**config.mk**
```make
export PLATFORM = sky130hd
export DESIGN_NAME = csr_access_initiator
export DESIGN_NICKNAME = d
export VERILOG_FILES = /design/src/rtl/csr_access_initiator.sv
export SDC_FILE = /design/constraint.sdc
export NUM_CORES = 1
export LEC_CHECK = 0
export ABC_AREA = 1
export BUFFER_PORTS_ARGS = -buffer_cell sky130_fd_sc_hd__buf_2
export CAP_MARGIN = 25
export CORE_UTILIZATION = 35
export DETAILED_ROUTE_END_ITERATION = 10
export PLACE_DENSITY = 0.6
export SLEW_MARGIN = 30
export SYNTH_ARGS = -nofsm -noshare
export SYNTH_HDL_FRONTEND = slang
export SYNTH_SLANG_ARGS = --single-unit
export TNS_END_PERCENT = 1
```
**constraint.sdc**
```tcl
create_clock -name clk -period 2 [get_ports clk]
set_input_delay 0.4 -clock clk [delete_from_list [all_inputs] [get_ports clk]]
set_output_delay 0.4 -clock clk [all_outputs]
set_load 0.005 [all_outputs]
```
**src/rtl/csr_access_initiator.sv**
```systemverilog
// CSR access initiator: serializes CSRRW/CSRRS/CSRRC as a read-modify-write
// against the per-core CSR data store and returns the old value as writeback.
module csr_access_initiator #(
    parameter int CSR_ADDR_BITS = 12,
    parameter int NW_BITS       = 2,
    parameter int UUID_BITS     = 44,
    parameter int DATA_BITS     = 32
) (
    input  logic                     clk,
    input  logic                     reset,

    input  logic                     req_valid,
    output logic                     req_ready,
    input  logic [UUID_BITS-1:0]     req_uuid,
    input  logic [NW_BITS-1:0]       req_wid,
    input  logic [CSR_ADDR_BITS-1:0] req_addr,
    input  logic [1:0]               req_op,
    input  logic [DATA_BITS-1:0]     req_src,
    input  logic                     req_src_zero,
    input  logic                     req_rd_zero,

    output logic                     read_enable,
    output logic [UUID_BITS-1:0]     read_uuid,
    output logic [CSR_ADDR_BITS-1:0] read_addr,
    output logic [NW_BITS-1:0]       read_wid,
    input  logic [DATA_BITS-1:0]     read_data,

    output logic                     write_enable,
    output logic [UUID_BITS-1:0]     write_uuid,
    output logic [CSR_ADDR_BITS-1:0] write_addr,
    output logic [NW_BITS-1:0]       write_wid,
    output logic [DATA_BITS-1:0]     write_data,

    output logic                     rsp_valid,
    input  logic                     rsp_ready,
    output logic [UUID_BITS-1:0]     rsp_uuid,
    output logic [NW_BITS-1:0]       rsp_wid,
    output logic [DATA_BITS-1:0]     rsp_data,

    output logic                     busy,
    output logic [31:0]              num_reads,
    output logic [31:0]              num_writes
);

    typedef enum logic [1:0] {
        IDLE  = 2'd0,
        READ  = 2'd1,
        WRITE = 2'd2,
        RESP  = 2'd3
    } state_t;

    localparam logic [1:0] OP_RS = 2'b10;
    localparam logic [1:0] OP_RC = 2'b11;

    state_t                   state;
    state_t                   state_next;

    logic [UUID_BITS-1:0]     lat_uuid;
    logic [NW_BITS-1:0]       lat_wid;
    logic [CSR_ADDR_BITS-1:0] lat_addr;
    logic [1:0]               lat_op;
    logic [DATA_BITS-1:0]     lat_src;
    logic                     lat_src_zero;
    logic                     lat_rd_zero;
    logic [DATA_BITS-1:0]     old_val;
    logic [DATA_BITS-1:0]     new_val;

    // Decoded view of the latched request; op 00 behaves as RW
    logic                     op_is_rw;
    logic                     read_needed;
    logic                     do_write;
    logic [DATA_BITS-1:0]     old_now;
    logic [DATA_BITS-1:0]     new_now;

    assign op_is_rw    = (lat_op != OP_RS) && (lat_op != OP_RC);
    assign read_needed = ~(op_is_rw && lat_rd_zero);
    assign do_write    = op_is_rw || ~lat_src_zero;
    assign old_now     = (state == READ && read_needed) ? read_data : '0;

    // New CSR value from the old value and the source operand
    always_comb begin
        new_now = lat_src;
        case (lat_op)
            OP_RS:   new_now = old_now | lat_src;
            OP_RC:   new_now = old_now & ~lat_src;
            default: new_now = lat_src;
        endcase
    end

    // State register
    always_ff @(posedge clk or negedge reset) begin
        if (!reset) state <= IDLE;
        else        state <= state_next;
    end

    // Next-state and handshake/strobe outputs
    always_comb begin
        state_next   = state;
        req_ready    = 1'b0;
        read_enable  = 1'b0;
        write_enable = 1'b0;
        rsp_valid    = 1'b0;
        case (state)
            IDLE: begin
                // Held low while reset is asserted so nothing is offered
                req_ready = reset;
                if (req_valid) state_next = READ;
            end
            READ: begin
                read_enable = read_needed;
                state_next  = do_write ? WRITE : RESP;
            end
            WRITE: begin
                write_enable = 1'b1;
                state_next   = RESP;
            end
            RESP: begin
                rsp_valid = 1'b1;
                if (rsp_ready) state_next = IDLE;
            end
            default: state_next = IDLE;
        endcase
    end

    // Capture request fields on accept and the read/compute results in READ
    always_ff @(posedge clk or negedge reset) begin
        if (!reset) begin
            lat_uuid     <= '0;
            lat_wid      <= '0;
            lat_addr     <= '0;
            lat_op       <= '0;
            lat_src      <= '0;
            lat_src_zero <= 1'b0;
            lat_rd_zero  <= 1'b0;
            old_val      <= '0;
            new_val      <= '0;
        end else begin
            if (state == IDLE && req_valid) begin
                lat_uuid     <= req_uuid;
                lat_wid      <= req_wid;
                lat_addr     <= req_addr;
                lat_op       <= req_op;
                lat_src      <= req_src;
                lat_src_zero <= req_src_zero;
                lat_rd_zero  <= req_rd_zero;
            end
            if (state == READ) begin
                old_val <= old_now;
                new_val <= new_now;
            end
        end
    end

    // Access counters, free-running with natural wrap
    always_ff @(posedge clk or negedge reset) begin
        if (!reset) begin
            num_reads  <= '0;
            num_writes <= '0;
        end else begin
            if (read_enable)  num_reads  <= num_reads + 32'd1;
            if (write_enable) num_writes <= num_writes + 32'd1;
        end
    end

    assign read_uuid  = lat_uuid;
    assign read_addr  = lat_addr;
    assign read_wid   = lat_wid;

    assign write_uuid = lat_uuid;
    assign write_addr = lat_addr;
    assign write_wid  = lat_wid;
    assign write_data = new_val;

    assign rsp_uuid   = lat_uuid;
    assign rsp_wid    = lat_wid;
    assign rsp_data   = old_val;

    assign busy       = (state != IDLE);

endmodule

```
### Yosys cells after proc, flatten, opt, wreduce, memory -nomap -nowiden

Index checks and enable logic that the tools add are counted.
W data, S select, Z words.

* register bits after elaboration: 224
* bits of input ports: 130
* output and inout bits: 295
* logic and storage cells: 46

* add/subtract/negate cells: 2
* eq/ne operators: 9
* muxes and demuxes: 10
* bitwise gates (word level): 5
* reductions and logical operators: 8

Operators with widths (count)
* $add A32 B1 Y32 const B: 2
* $pmux W32 S2: 1
* $and A32 B32 Y32: 1
* $mux W32: 1
* $not A32 Y32: 1
* $or A32 B32 Y32: 1
* $eq A2 B2 Y1 const B: 4
* $ne A2 B2 Y1 const B: 4
* $pmux W2 S4: 1
* $mux W1: 5
* $logic_and A1 B1 Y1: 4
* $mux W2: 2
* $eq A2 B1 Y1 const B: 1
* $logic_not A2 Y1: 1
* $not A1 Y1: 2
* $reduce_and A2 Y1: 1
* $reduce_bool A2 Y1: 1
* $logic_or A1 B1 Y1: 1

### Logic depth before layout (Yosys ltp)

Gate-level depths: netlist of run 1.

* depth after elaboration: 8
* mapped depth: 11
* gate-level depth less buffers: 10

### Worst setup path after synthesis of run 1

No wires, ideal clock.

* path kind: flip-flop to output port
* start: register state[1]
* end: output read_enable
* arrival: 1.265 ns
* data required time: 1.600 ns
* setup slack: 0.335 ns
* stages on the path, launching flop included: 8
* path buffers: 3
* path through: dfrtp_1 -> inv_1 -> ha_1 -> buf_4 -> nand2_2 -> nand2_2 -> buf_4 -> buf_2

* cells in the longest elaborated chain, start to end: 2

Ends and longest elaborated chain
* start: declaration: RTL line 55 `state_t state;`
* start signal: assignment: RTL line 93 `else state <= state_next;`
* $eq A2 B1 Y1: RTL line 103 `case (state)`
* $mux W1: RTL line 103
* end: declaration: RTL line 22 `output logic read_enable,`

No other way between the ends.

### Worst setup path in the final report of run 1

Same ends and word-level chain as after synthesis.

==> flow_summary.toml, run 1 <==
[global_route]
grt_pass1_vias = 8326
grt.overflow.total = 0
antenna_found_initial = 5
grt_usage = 0.182
grt_max_degree = 129
grt_pass1_wl_um = 45500

[power]
cellInternalPower_uw = 12700
netSwitchingFraction = 0.350
p_clk_frac = 0.262
p_comb_frac = 0.358
power.leakage_uw = 0.00710
powerDensity_mw_per_mm2 = 1430
switchingPower_uw = 6810
p_seq_frac = 0.380
total_power_uw = 19500
ir_worst_vdd_mv = 0.872

[finish]
area_growth_pct = 26.2
drive_above_1_share = 0.388
final_cell_mix = "buf_2, dfrtp_1, nand2_1"
layout_commonest_cell = "buf_2"
nets = 1619
area.sequential_mm2 = 0.00561
postLayoutCoreUtil = 0.454
fillCellCount = 2922
multiInputGateArea_mm2 = 0.00375

[timing]
fmax_mhz = 517
slew_headroom = 0.523
rsz0062_at_grt = "true"
drv_slew = 0
final_hold_viol_count = 0
skew_ns = 0.0161
finalCriticalPeriod_ns = 1.94
worst_slew_pin_slew_ns = 0.716
post-route-period-util = 0.968
setup_viol = 0

[routing]
drc = 0
vias_per_cell = 4.64
post_drt_wl_per_cell_um = 15.6
firstDrtPassIters = 5
ant_nets = 0
route.vias.total = 8774
wl_um = 29500
drt_iter0_markers = 490

[synthesis]
ys_types = 27
synth_seq_cells = 224
yosysWarnings = 0
synth_cells = 1152
yosys.area.top_type = "dfrtp_1"
synth_top_area_share = 0.521
synth.avg_cell_area_um2 = 9.35
netlist_area_mm2 = 0.0108
yosys-top-cells-area = "dfrtp_1, buf_4, nand2_1"
synth_nets = 1289
ys_seq_area_frac = 0.521

[clock_network]
clk-insertion-delay-late_ns = 0.52
numCtsBuffers = 26
clockBufferDepth = 3
htree_num_levels = 1
cts.clk_slew.worst_paths_ns = 0.06
cts_num_sinks = 224
cts_tree = "built"
clockRootBuffer = "clkbuf_16"

[critical_path]
crit_chain = "inv_2, ha_4, nand2_1, nand2_4, buf_4"
start_kind = "flop"
critPathMaxFanout = 4
r2r_slack_ns = 0.12
r2r-end = "num_reads[24]"
critPathArrivalTime_ns = 1.54
reg2reg_from = "state[1]"
worstSetupEndpointType = "output pin"
cp_num_buf_inv = 2
crit_required_ns = 1.60
path_class = "flop to output pin"
crit_path_start = "state[1]"
path_delay_family = "flip-flops"
worst-r2r-cell-count = 10
cpMaxStageDelayCell = "dfrtp_1"
critical_path.max_stage_delay_ns = 0.42

[floorplan]
die_height_um = 177
ioPinCount = 425
dieWidth_um = 177
start_util = 0.359
die-area_mm2 = 0.0315
num_rows = 63
coreArea_mm2 = 0.0300

[worst_hold_path]
hold_end = "rsp_data[6]"
worst_hold_startpoint = "read_data[6]"
worstHoldPathType = "input pin to flop"
holdPathStages = 3

[placement]
gp_congestion = 0.850
hpwlAfterDp_um = 21900
port-buffer-count = 424

[run_status]
outcome = "complete, no violations"

[run]
cap_violations = 0
logic make-up after synthesis:
group,share of synthesized area
xor+xnor,0.0277
compound gates,0.0522
fa+ha+maj,0.00813
mux,0.0638
buf+inv,0.134
simple gates,0.193
flops,0.521
per-layer routing:
metal | vias to the layer above | share of wire | global-route usage
li1 | 4264 | - | -
met4 | 6 | 0.014 | 0.0406
met3 | 34 | 0.074 | 0.0458
met2 | 297 | 0.45 | 0.286
met5 | - | 0.0013 | 0
met1 | 4173 | 0.46 | 0.253
power by group through the flow:
stage | combinational (µW) | sequential [µW] | clock (µW)
5_1_grt | 7760 | 7630 | 5440
2_1_floorplan | 4750 | 7370 | 0
3_5_place_dp | 7010 | 7460 | 0
4_1_cts | 7060 | 7410 | 5270
3_3_place_gp | 6930 | 7390 | 0
6_report | 6970 | 7410 | 5110
worst max path at each step:
stage	endpoint	cells past startpoint
6_report	read_enable	5
5_1_grt	read_enable	5
4_1_cts	write_enable	3
3_5_place_dp	num_reads[24]	9
3_3_place_gp	num_reads[24]	9
2_1_floorplan	read_enable	7
what timing repair did:
item / CTS / global route
endpoints found under the hold margin: 11 / 0
gates cloned: 0 / 0
gates resized for setup: 4 / 3
hold buffers: 1 / 0
pin swaps: 1 / 0
buffers inserted: 1 / 0
setup endpoints to repair: 4 / 4
tightest hold or removal path, delay by kind of cell:
family / cells / cell delay, ns
compound gates: 1 / 0.06
buf+inv: 1 / 0.09
simple gates: 1 / 0.05
sequential cells by signal, summed over array words and instances (netlist names):
| name | count |
|---|---|
| state | 2 |
| read_wid | 2 |
| read_addr | 12 |
| read_uuid | 44 |
| lat_rd_zero | 1 |
| lat_op | 2 |
| lat_src_zero | 1 |
| write_data | 32 |
| rsp_data | 32 |
| lat_src | 32 |
| num_writes | 32 |
| num_reads | 32 |
final cells by class:
type,count,share of cell area
multi-input cells,659,0.276
flip-flops and latches,224,0.413
repair buffers,446,0.172
diodes,2,0.000368
well taps,390,0.0359
clock buffers,37,0.0576
inverters,125,0.0345
clock inverters,9,0.0110
synthesized netlist by cell type:
master	number
a21oi_1	36
a31oi_1	32
buf_1	4
buf_2	14
buf_4	111
clkbuf_1	15
dfrtp_1	224
ha_1	7
inv_1	124
inv_2	1
mux2_2	61
nand2_1	214
nand2_2	2
nand2_4	1
nand3_1	36
nand3_2	3
nand3_4	2
nand3b_1	14
nand4_1	51
nor2_1	112
nor2_2	6
nor2_4	11
nor3_1	1
o21ai_0	35
o22ai_1	1
xnor2_1	13
xor2_1	21
metrics by stage:
| step | instances | setup slack, ns | area, µm² | hold slack (ns) | TNS, ns |
|---|---|---|---|---|---|
| 2_1_floorplan | 1152 | 0.335 | 10800 | 0.104 | 0 |
| 5_1_grt | 1891 | -0.0305 | 13600 | 0.0815 | -0.0456 |
| 3_5_place_dp | 1842 | 0.0980 | 12600 | 0.231 | 0 |
| 3_3_place_gp | 1842 | 0.186 | 12600 | 0.230 | 0 |
| 6_report | 1892 | 0.0649 | 13600 | 0.101 | 0 |
| 4_1_cts | 1890 | 0.00502 | 13600 | 0.0717 | 0 |
(Power assumes the default switching activity.)
==> run 2: changes to the inputs <==
==> constraint.sdc (replaced) <==
create_clock -name clk -period 2 [get_ports clk]
set_input_delay 0.2 -clock clk [delete_from_list [all_inputs] [get_ports clk]]
set_output_delay 0.2 -clock clk [all_outputs]
set_load 0.005 [all_outputs]
==> flow_summary.toml, run 2 (synthesis results as in run 1) <==
[floorplan]
die-area_mm2 = 0.0315
ioPinCount = 425
start_util = 0.359
coreArea_mm2 = 0.0300
die_height_um = 177
num_rows = 63
dieWidth_um = 177

[critical_path]
cpMaxStageDelayCell = "dfrtp_1"
path_class = "flop to output pin"
r2r-end = "num_reads[24]"
r2r_slack_ns = 0.18
worstSetupEndpointType = "output pin"
crit_required_ns = 1.80
reg2reg_from = "state[1]"
crit_path_start = "state[1]"
critPathArrivalTime_ns = 1.69
critical_path.max_stage_delay_ns = 0.42
crit_chain = "inv_2, ha_4, nand2_1, nand2_4, buf_12, buf_2"
crit_path_end = "read_enable"
start_kind = "flop"
critPathMaxFanout = 16
worst-r2r-cell-count = 10

[finish]
largest_register_ffs = 44
area.sequential_mm2 = 0.00561
final_cell_mix = "buf_2, dfrtp_1, nand2_1"
n_antenna_cell = 0
drive_above_1_share = 0.356
fin_area_mm2 = 0.0148
fillCellCount = 2795
multiInputGateArea_mm2 = 0.00374
area_growth_pct = 37.8
nets = 1742
layout_commonest_cell = "buf_2"

[clock_network]
clk-insertion-delay-late_ns = 0.53
cts.clk_slew.worst_paths_ns = 0.06
clockRootBuffer = "clkbuf_16"
cts_tree = "built"
clockBufferDepth = 3
htree_num_levels = 1
cts_num_sinks = 224
numCtsBuffers = 26

[global_route]
grt_pass1_vias = 9252
antenna_found_initial = 0
grt_usage = 0.199
grt.overflow.total = 0
grt_max_degree = 115
grt_pass1_wl_um = 49900

[timing]
worst_slew_pin_slew_ns = 0.679
setup_viol = 0
final_hold_viol_count = 0
skew_ns = 0.0145
drv_slew = 0
post-route-period-util = 0.946
fmax_mhz = 528
tns_ns = 0
finalCriticalPeriod_ns = 1.89
rsz0062_at_grt = "false"
slew_headroom = 0.547

[routing]
ant_nets = 0
post_drt_wl_per_cell_um = 15.8
wl_met3_um = 2240
firstDrtPassIters = 6
vias_per_cell = 4.67
dr.max_layer_used = "met4"
wl_um = 31900
drc = 0
route.vias.total = 9411
wl_met1_um = 14000
drt_iter0_markers = 488
dr_wl_met2_um = 14900

[placement]
post_dp_cell_area_mm2 = 0.0126
gp_congestion = 0.829
hpwlAfterDp_um = 22100
port-buffer-count = 424

[power]
ir_worst_vdd_mv = 0.833
powerDensity_mw_per_mm2 = 1320
power.leakage_uw = 0.00763

[worst_hold_path]
worstHoldPathType = "input pin to asynchronous set/reset pin"

[run]
cap_violations = 0

[run_status]
outcome = "complete, no violations"
run 2: changes by cell type in the layout (fill, tap and decap cells not counted), moves of 2 or more:
cell | before | now
bufinv_16 | 4 | 1
bufbuf_16 | 0 | 2
diode_2 | 2 | 0
clkinv_2 | 3 | 9
buf_12 | 3 | 6
dlygate4sd3_1 | 1 | 127
buf_4 | 19 | 10
run 2: final cells by class:
| class | instances | share of cell area |
|---|---|---|
| tap | 390 | 0.0329 |
| clock inverter | 11 | 0.00557 |
| clock buffer | 36 | 0.0526 |
| multi-input combinational | 659 | 0.252 |
| inverter | 125 | 0.0316 |
| timing repair buffer | 569 | 0.247 |
| sequential | 224 | 0.378 |
run 2: worst min path at each step:
stage	slack, ns	endpoint
floorplan	-0.1	lat_op[0]
global placement	0.07	rsp_data[29]
detailed placement	0.08	rsp_data[29]
CTS	0.06	state[1]
global route	0.08	state[1]
finish	0.11	rsp_data[29]
run 2: metal layers:
layer  vias to the layer above  track usage
li1                       4518            -
met1                      4510        0.261
met2                       329        0.329
met3                        54       0.0484
met4                         0       0.0538
met5                         -            0
run 2: critical path, delay by kind of cell, from the launching register on:
family / cells / cell delay [ns]
flops: 1 / 0.42
buf+inv: 3 / 0.40
simple gates: 2 / 0.18
fa+ha+maj: 1 / 0.16
run 2: metrics by stage:
step            util  hold WS [ns]  cells  power, µW  setup slack (ns)
3_5_place_dp   0.421        0.0760   1837      14500             0.136
5_1_grt        0.495        0.0837   2014      21000           0.00774
3_3_place_gp   0.421        0.0738   1837      14300             0.197
4_1_cts        0.495        0.0629   2014      19800            0.0524
2_1_floorplan      -       -0.0956   1152      12100             0.390
6_report       0.495         0.105   2014      19600             0.107
run 2: timing repair:
item,CTS,global route
gates cloned,2,0
resized for setup,2,1
hold endpoints to repair,270,0
pin swaps,1,0
setup buffers,1,0
hold buffers,127,0
setup endpoints to repair,1,2
run 2: report_power, final:
group          internal [µW]  total, µW  switching [µW]
sequential              6190       7430            1240
combinational           3570       7430            3860
clock                   2830       4760            1920
total                  12600      19600            7020
